<file path="config.mk">
export PLATFORM = sky130hd
export DESIGN_NAME = hit_handler
export DESIGN_NICKNAME = d
export VERILOG_FILES = /design/src/rtl/bubble_pkg.sv /design/src/rtl/frame_event_latch.sv /design/src/rtl/hit_handler.sv
export SDC_FILE = /design/constraint.sdc
export NUM_CORES = 1
export LEC_CHECK = 0
export CAP_MARGIN = 10
export CORE_UTILIZATION = 48
export CTS_CLUSTER_SIZE = 30
export DETAILED_ROUTE_END_ITERATION = 8
export HOLD_SLACK_MARGIN = 0.05
export PLACE_DENSITY = 0.78
export SYNTH_ARGS = -nofsm -noshare
export SYNTH_HDL_FRONTEND = slang
export SYNTH_SLANG_ARGS = --single-unit
</file>
<file path="constraint.sdc">
create_clock -name clk -period 1.8 [get_ports clk]
set_input_delay 0.27 -clock clk [delete_from_list [all_inputs] [get_ports clk]]
set_output_delay 0.27 -clock clk [all_outputs]
set_load 0.005 [all_outputs]
</file>
<file path="src/rtl/bubble_pkg.sv">
// rtl/bubble_pkg.sv - shared types, defaults and score table for the hit handler
package bubble_pkg;

    typedef enum logic [1:0] {
        PLAY     = 2'd0,
        IMMORTAL = 2'd1,
        OVER     = 2'd2
    } hit_state_t;

    typedef logic [1:0] ball_type_t;

    localparam int LIVES_INIT_DEFAULT      = 3;
    localparam int IMMORTAL_FRAMES_DEFAULT = 90;

    // Points awarded per ball type 0..3 when the rope splits a ball
    localparam int unsigned SCORE_TBL [4] = '{50, 100, 200, 400};

endpackage

</file>
<file path="src/rtl/frame_event_latch.sv">
// rtl/frame_event_latch.sv - per-frame sticky collision flags with first rope-hit type capture
import bubble_pkg::*;

module frame_event_latch (
    input  logic       clk,
    input  logic       reset,
    input  logic       sof,
    input  logic       clear,
    input  logic       col_player_ball,
    input  logic       col_rope_ball,
    input  ball_type_t col_ball_type,
    input  logic       col_present,
    output logic       hit_f,
    output logic       rope_f,
    output logic       pres_f,
    output ball_type_t rope_t
);

    // Accumulate flags over a frame; on sof restart from this cycle's inputs,
    // since a collision in the sof cycle belongs to the new frame
    always_ff @(posedge clk) begin
        if (reset || clear) begin
            hit_f  <= 1'b0;
            rope_f <= 1'b0;
            pres_f <= 1'b0;
            rope_t <= '0;
        end else if (sof) begin
            hit_f  <= col_player_ball;
            rope_f <= col_rope_ball;
            pres_f <= col_present;
            rope_t <= col_rope_ball ? col_ball_type : '0;
        end else begin
            hit_f  <= hit_f  | col_player_ball;
            rope_f <= rope_f | col_rope_ball;
            pres_f <= pres_f | col_present;
            if (col_rope_ball && !rope_f) begin
                rope_t <= col_ball_type;
            end
        end
    end

endmodule

</file>
<file path="src/rtl/hit_handler.sv">
// rtl/hit_handler.sv - frame-based hit resolution: lives, immortality, splits, score (HIT_HANDLER_SCORE_EN enables score)
import bubble_pkg::*;

module hit_handler #(
    parameter int LIVES_INIT      = LIVES_INIT_DEFAULT,
    parameter int LIFE_W          = 3,
    parameter int IMMORTAL_FRAMES = IMMORTAL_FRAMES_DEFAULT,
    parameter int IMM_W           = 7,
    parameter int SCORE_W         = 14
) (
    input  logic               clk,
    input  logic               reset,
    input  logic               startOfFrame,
    input  logic               game_restart,
    input  logic               col_player_ball,
    input  logic               col_rope_ball,
    input  logic [1:0]         col_ball_type,
    input  logic               col_present,
    output logic               immortal,
    output logic [LIFE_W-1:0]  lives,
    output logic               player_hit,
    output logic               split_req,
    output logic [1:0]         split_type,
    output logic               present_taken,
    output logic               game_over,
    output logic [SCORE_W-1:0] score
);

    hit_state_t        state;
    logic [IMM_W-1:0]  imm_cnt;
    logic              hit_f;
    logic              rope_f;
    logic              pres_f;
    ball_type_t        rope_t;

    frame_event_latch u_latch (
        .clk             (clk),
        .reset           (reset),
        .sof             (startOfFrame),
        .clear           (game_restart),
        .col_player_ball (col_player_ball),
        .col_rope_ball   (col_rope_ball),
        .col_ball_type   (col_ball_type),
        .col_present     (col_present),
        .hit_f           (hit_f),
        .rope_f          (rope_f),
        .pres_f          (pres_f),
        .rope_t          (rope_t)
    );

    // Game FSM: resolves last frame's flags on startOfFrame; outputs registered
    always_ff @(posedge clk) begin
        if (reset || game_restart) begin
            state         <= PLAY;
            lives         <= LIFE_W'(LIVES_INIT);
            imm_cnt       <= '0;
            immortal      <= 1'b0;
            game_over     <= 1'b0;
            player_hit    <= 1'b0;
            split_req     <= 1'b0;
            present_taken <= 1'b0;
            split_type    <= '0;
        end else begin
            player_hit    <= 1'b0;
            split_req     <= 1'b0;
            present_taken <= 1'b0;
            if (startOfFrame) begin
                case (state)
                    PLAY: begin
                        // A present shields the player from a same-frame ball hit
                        if (pres_f) begin
                            present_taken <= 1'b1;
                            imm_cnt       <= IMM_W'(IMMORTAL_FRAMES);
                            state         <= IMMORTAL;
                            immortal      <= 1'b1;
                        end else if (hit_f) begin
                            player_hit <= 1'b1;
                            if (lives > LIFE_W'(1)) begin
                                lives    <= lives - LIFE_W'(1);
                                imm_cnt  <= IMM_W'(IMMORTAL_FRAMES);
                                state    <= IMMORTAL;
                                immortal <= 1'b1;
                            end else begin
                                lives     <= '0;
                                state     <= OVER;
                                game_over <= 1'b1;
                            end
                        end
                    end
                    IMMORTAL: begin
                        // A new present restarts the window rather than extending it
                        if (pres_f) begin
                            present_taken <= 1'b1;
                            imm_cnt       <= IMM_W'(IMMORTAL_FRAMES);
                        end else if (imm_cnt <= IMM_W'(1)) begin
                            imm_cnt  <= '0;
                            state    <= PLAY;
                            immortal <= 1'b0;
                        end else begin
                            imm_cnt <= imm_cnt - IMM_W'(1);
                        end
                    end
                    OVER: begin
                        game_over <= 1'b1;
                    end
                    default: begin
                        state     <= PLAY;
                        immortal  <= 1'b0;
                        game_over <= 1'b0;
                    end
                endcase
                if (state != OVER && rope_f) begin
                    split_req  <= 1'b1;
                    split_type <= rope_t;
                end
            end
        end
    end

`ifdef HIT_HANDLER_SCORE_EN
    logic [SCORE_W:0] score_sum;

    assign score_sum = {1'b0, score} + {1'b0, SCORE_W'(SCORE_TBL[split_type])};

    // Add the split ball's value during the split_req cycle, saturating at all-ones
    always_ff @(posedge clk) begin
        if (reset || game_restart) begin
            score <= '0;
        end else if (split_req) begin
            score <= score_sum[SCORE_W] ? {SCORE_W{1'b1}} : score_sum[SCORE_W-1:0];
        end
    end
`else
    assign score = '0;
`endif

endmodule
</file>
# Word-level counts from Yosys, hierarchy flattened
# Cells that the tools add are included.
# word_totals
reg_bits	24
output_inout_bits	24
in_bits	9
elab_cells	85
# classes
eq_ne	10
n_lt_le_gt_ge	2
reduce_logical	17
muxes	32
addsub	2
bitwise_logic	9
# ops
cell	count
7-bit two-way mux	5
2-bit two-way mux	8
1-bit two-way mux	14
7-bit case mux with 2 select lines	1
2-bit != test (second input constant)	5
5-bit AND reduction	2
4-bit AND reduction	2
7-bit by 1-bit <= comparator with 1-bit output (second input constant)	1
7-bit by 1-bit subtractor with 7-bit output (second input constant)	1
1-bit inverter	6
1-bit case mux with 3 select lines	2
2-bit case mux with 3 select lines	1
6-bit AND reduction	1
2-bit nonzero test	2
2-bit OR reduction	2
4-bit OR reduction	1
3-bit by 1-bit > comparator with 1-bit output (second input constant)	1
3-bit two-way mux	1
3-bit by 1-bit != test with 1-bit output (second input constant)	1
3-bit by 2-bit != test with 1-bit output (second input constant)	1
1-bit bitwise OR	3
3-bit OR reduction	1
3-bit by 1-bit subtractor with 3-bit output (second input constant)	1
2-bit by 1-bit == test with 1-bit output (second input constant)	1
7 further kinds	8

# Logic depth before layout (Yosys ltp)
# logic_depth
ltp_word	5
mapped_depth	6
ltp_nobuf	6

# By module
# Synthesis repeated with hierarchy kept, for this count alone.
# hier_totals
hier_cells	159
hier_area_um2	1358.8
# by_module_without_submodules
mod	cells_each	instances	area_per_inst_um2	seq_area_each_um2
hit_handler	137	1	1174.9	380.4
frame_event_latch	22	1	183.9	100.1

# Worst setup path after synthesis
# OpenSTA, ideal clock, no wires.
# synth_timing
path_type	reg2reg
start	register lives[0]
end	register imm_cnt[1]
setup_ns	0.116
stages_incl_launch_ff	6
arrival_ns	1.401
slack_ns	0.283
period_less_slack_ns	1.517
path_buffers	0
required_time_ns	1.684
cell_sequence	dfxtp_1 ha_1 and2b_1 a211oi_4 nor2_1 o211a_1
# synth_between
elab_chain_len	3
# synth_rtl
item	line_no	rtl
start, declared	hit_handler.sv:20	output logic [LIFE_W-1:0] lives,
start signal, assigned	hit_handler.sv:55	lives <= LIFE_W'(LIVES_INIT);
start signal, assigned	hit_handler.sv:79	lives <= lives - LIFE_W'(1);
3-bit by 1-bit > comparator with 1-bit output	hit_handler.sv:78	if (lives > LIFE_W'(1)) begin
3-bit by 2-bit != test with 1-bit output (no source line)	n/a	
4-bit AND reduction (no source line)	n/a	
end signal, assigned	hit_handler.sv:73	imm_cnt <= IMM_W'(IMMORTAL_FRAMES);
end signal, assigned	hit_handler.sv:80	imm_cnt <= IMM_W'(IMMORTAL_FRAMES);
end signal, assigned	hit_handler.sv:94	imm_cnt <= IMM_W'(IMMORTAL_FRAMES);
end, declared	hit_handler.sv:30	logic [IMM_W-1:0] imm_cnt;
# Every way passes these cells.
# A chain may end at the register's enable or synchronous reset.

# Worst setup path in the final report
# Ends and elaborated chain as after synthesis.

==> results summary <==
The run finished with clean final reports. The fraction of the yosys area taken by sequential cells is 0.362. The clock input transition at the sequential cells of the worst setup and hold paths is 0.13 ns. The final cell count without fillers is 204.

The number of violations of the max-capacitance limit came out at 0. The biggest fanout along the worst timing path is 9. The post-cts gate resize count is 0. The buffering stage count on the worst path with inverters included is 0. Among all flip-flop cells after synthesis, the most frequent one is dfxtp_1. Data on the critical path is required at its endpoint by 2.04 ns. In the routed design, unresolved DRC markers number 0. The area of the core region came out at 2540 µm². The number of clock sinks seen by CTS is 24.

The total via count after detailed routing is 1125. The post-synthesis average cell area is 8.57 µm². The longest clock path from root to sink contains 2 buffers.

The portion of synthesized cell area occupied by the leading cell type came out at 0.362. The detailed-routing iteration count for the pre-antenna-repair pass came out at 4. Ranked by total cell area, the synthesized netlist is headed by dfxtp_1 36%, buf_4 7.9%, nor2_1 5.1%. The global-route wire length before repair is 4.26 mm. The initial detailed-routing violation count came out at 35. Setup repair after global routing left no endpoint under its margin. The largest vdd supply drop came out at 0.469 mV. The number of inserted diodes came out at 0. The critical path's slowest cell is dfxtp_1. The library cells used most frequently in the layout, excluding fill and tap cells, are 24 x dfxtp_1, 18 x nor2_1, 18 x clkdlybuf4s50_1.

The leakage power figure came out at 0.645 nW. The chip height came out at 54.6 µm. The aggregate global routing overflow is 0. In this run the horizontal extent of the chip is 54.6 µm. The worst hold path belongs to the class flop to flop. STA puts the critical path data arrival time at 1.88 ns.

The smallest hold slack came out at 0.518 ns. The setup TNS is 0 ns. The library cell used most frequently in the layout, excluding fill and tap cells, is dfxtp_1.

The number of synthesized register bits is 24. The insertion delay to the later sink of the worst-skew pair is 0.32 ns. The number of CTS-inserted buffers is 3.

The share of the clock period used by the worst path after layout is 0.914. The cell area after placement came out at 1500 µm². Row generation in the floorplan step produced 18 rows.

The post-detailed-routing wire length is 2.68 mm. The die footprint is 2980 µm². The synthesized netlist cell count is 155.

The delay of the slowest cell on the worst path is 0.45 ns. The number of unique standard cell types used by synthesis is 50. The worst setup path is captured at a flop. The number of fill cells is 232. The netlist area before placement came out at 1330 µm². The worst setup path is of the flop to flop kind. The synthesized design spends more area on one cell type than any other, namely dfxtp_1. Based on the critical path, the design can be clocked at up to 0.608 GHz. On the final layout, the worst clock skew is 0.00621 ns. The worst setup path is launched from a flop. The count of warnings emitted by yosys came out at 0. The count of final hold-check violations was 0. The post-route minimum period came out at 1.64 ns.

For this run, asynchronously set or reset flops after synthesis account for 0. The total global routing track utilization is 0.198. Entering global routing, the biggest net connects 14 pins. The placed wire-length estimate after detailed placement came out at 1.96 mm.

For this design the ratio of total power to cell area is 632 nW/µm². The I/O pin count is 33. The cell count after placement is 200. The via count of the first global-routing pass came out at 986. The via density per instance is 5.51. Dividing the detail-routed wire length by the instance count gives 13.2 µm. The H-tree depth is 1.

The initial antenna violation count is 0. The post-route standard cell area excluding fillers came out at 1530 µm². The number of nets in the layout is 188.

TritonCTS built the clock tree. Of the cells placed in the final design, the portion with a size suffix greater than 1 is 0.0977. In this run the clock root is driven by a clkbuf_4.

The max-slew violation total from the final report came out at 0. The initial utilization of the core area, before any placement, comes to 0.522. The family of cells with the greatest summed delay on the critical path is compound AO/OA/AOI/OAI gates.

Relative to the synthesized area, the layout overhead comes to 15.3%. The number of enable-type register cells in the synthesized netlist is 0. Walking the worst path, the cells encountered are ha_1 -> and2b_1 -> a211oi_4 -> nor2_1 -> o211a_1. After clock tree synthesis, the flow added hold-fix buffers numbering 0. The setup violation total in the final timing report is 0. The number of buffers added on ports is 18. The number of nets with antenna violations after routing came out at 0. The routability congestion estimate is 0.826.
-- synth_stat cells (all sizes together), types with 2 or more instances --
cell	number
a21oi	9
a31oi	3
a32oi	2
and3	2
buf	19
clkbuf	2
dfxtp	24
ha	4
inv	10
mux2i	3
nand2	6
nand2b	2
nand3	3
nand4	2
nor2	19
nor2b	2
nor3	4
o211a	2
o21ai	6
o311ai	3
o31ai	2
o41ai	2
or2	2
or3	2
-- stage by stage --
step,power [mW],setup slack (ns),utilization
floorplan,0.664,0.283,-
global placement,0.684,0.147,0.588
detailed placement,0.687,0.0927,0.588
global route,1.01,0.0120,0.602
CTS,0.976,0.124,0.602
finish,0.969,0.155,0.602
-- what timing repair did --
action,in CTS,in global routing
buffers inserted,0,0
hold endpoints to repair,0,0
setup endpoints to repair,0,2
-- power by group --
part / total [mW] / internal [mW] / switching [mW]
registers: 0.552 / 0.541 / 0.0103
clock network: 0.291 / 0.124 / 0.168
logic: 0.126 / 0.0589 / 0.0674
-- path summary, 6_finish.rpt --
path                          start                 to  slack [ns]  depth (start not counted)
hold reg to reg   u_latch.rope_t[0]  u_latch.rope_t[0]        0.52                          2
setup / recovery           lives[0]         imm_cnt[1]        0.16                          5
hold / removal    u_latch.rope_t[0]  u_latch.rope_t[0]        0.52                          2
setup reg to reg           lives[0]         imm_cnt[1]        0.16                          5
-- logic make-up after synthesis --
kind of cell	count (synthesis)	synth area share
other cells	1	0.00282
mux	3	0.0226
simple gates	50	0.202
buf+inv	31	0.140
compound gates	42	0.234
fa+ha+maj	4	0.0377
flops	24	0.362
-- area by class of cell --
cell class,instances,area (µm²),share of cell area
sequential,24,480,0.313
inverter,10,37.5,0.0245
multi-input combinational,113,711,0.464
tap,30,37.5,0.0245
clock buffer,4,36.3,0.0237
timing repair buffer,23,230,0.150
-- metal layers --
metal	wire length [µm]	global-route usage	vias up	part of all wire
met5	0	0	-	0
met1	1200	0.241	528	0.45
li1	-	-	565	-
met2	1350	0.341	28	0.50
met3	90	0.0361	4	0.034
met4	35	0.0726	0	0.013
-- worst register-to-register path, stage by stage, from the launching register on --
cell and delay, ns:
dfxtp_1 0.45, ha_1 0.19, and2b_1 0.21, a211oi_4 0.39
nor2_1 0.10, o211a_1 0.21
-- state kept, by name, indices dropped and copies added, names as in the netlist --
register and flops:
u_latch.pres_f 1, immortal 1, u_latch.rope_f 1, present_taken 1, game_over 1, state 2, player_hit 1, u_latch.rope_t 2
split_type 2, split_req 1, lives 3, imm_cnt 7, u_latch.hit_f 1
(Power assumes the default switching activity.)
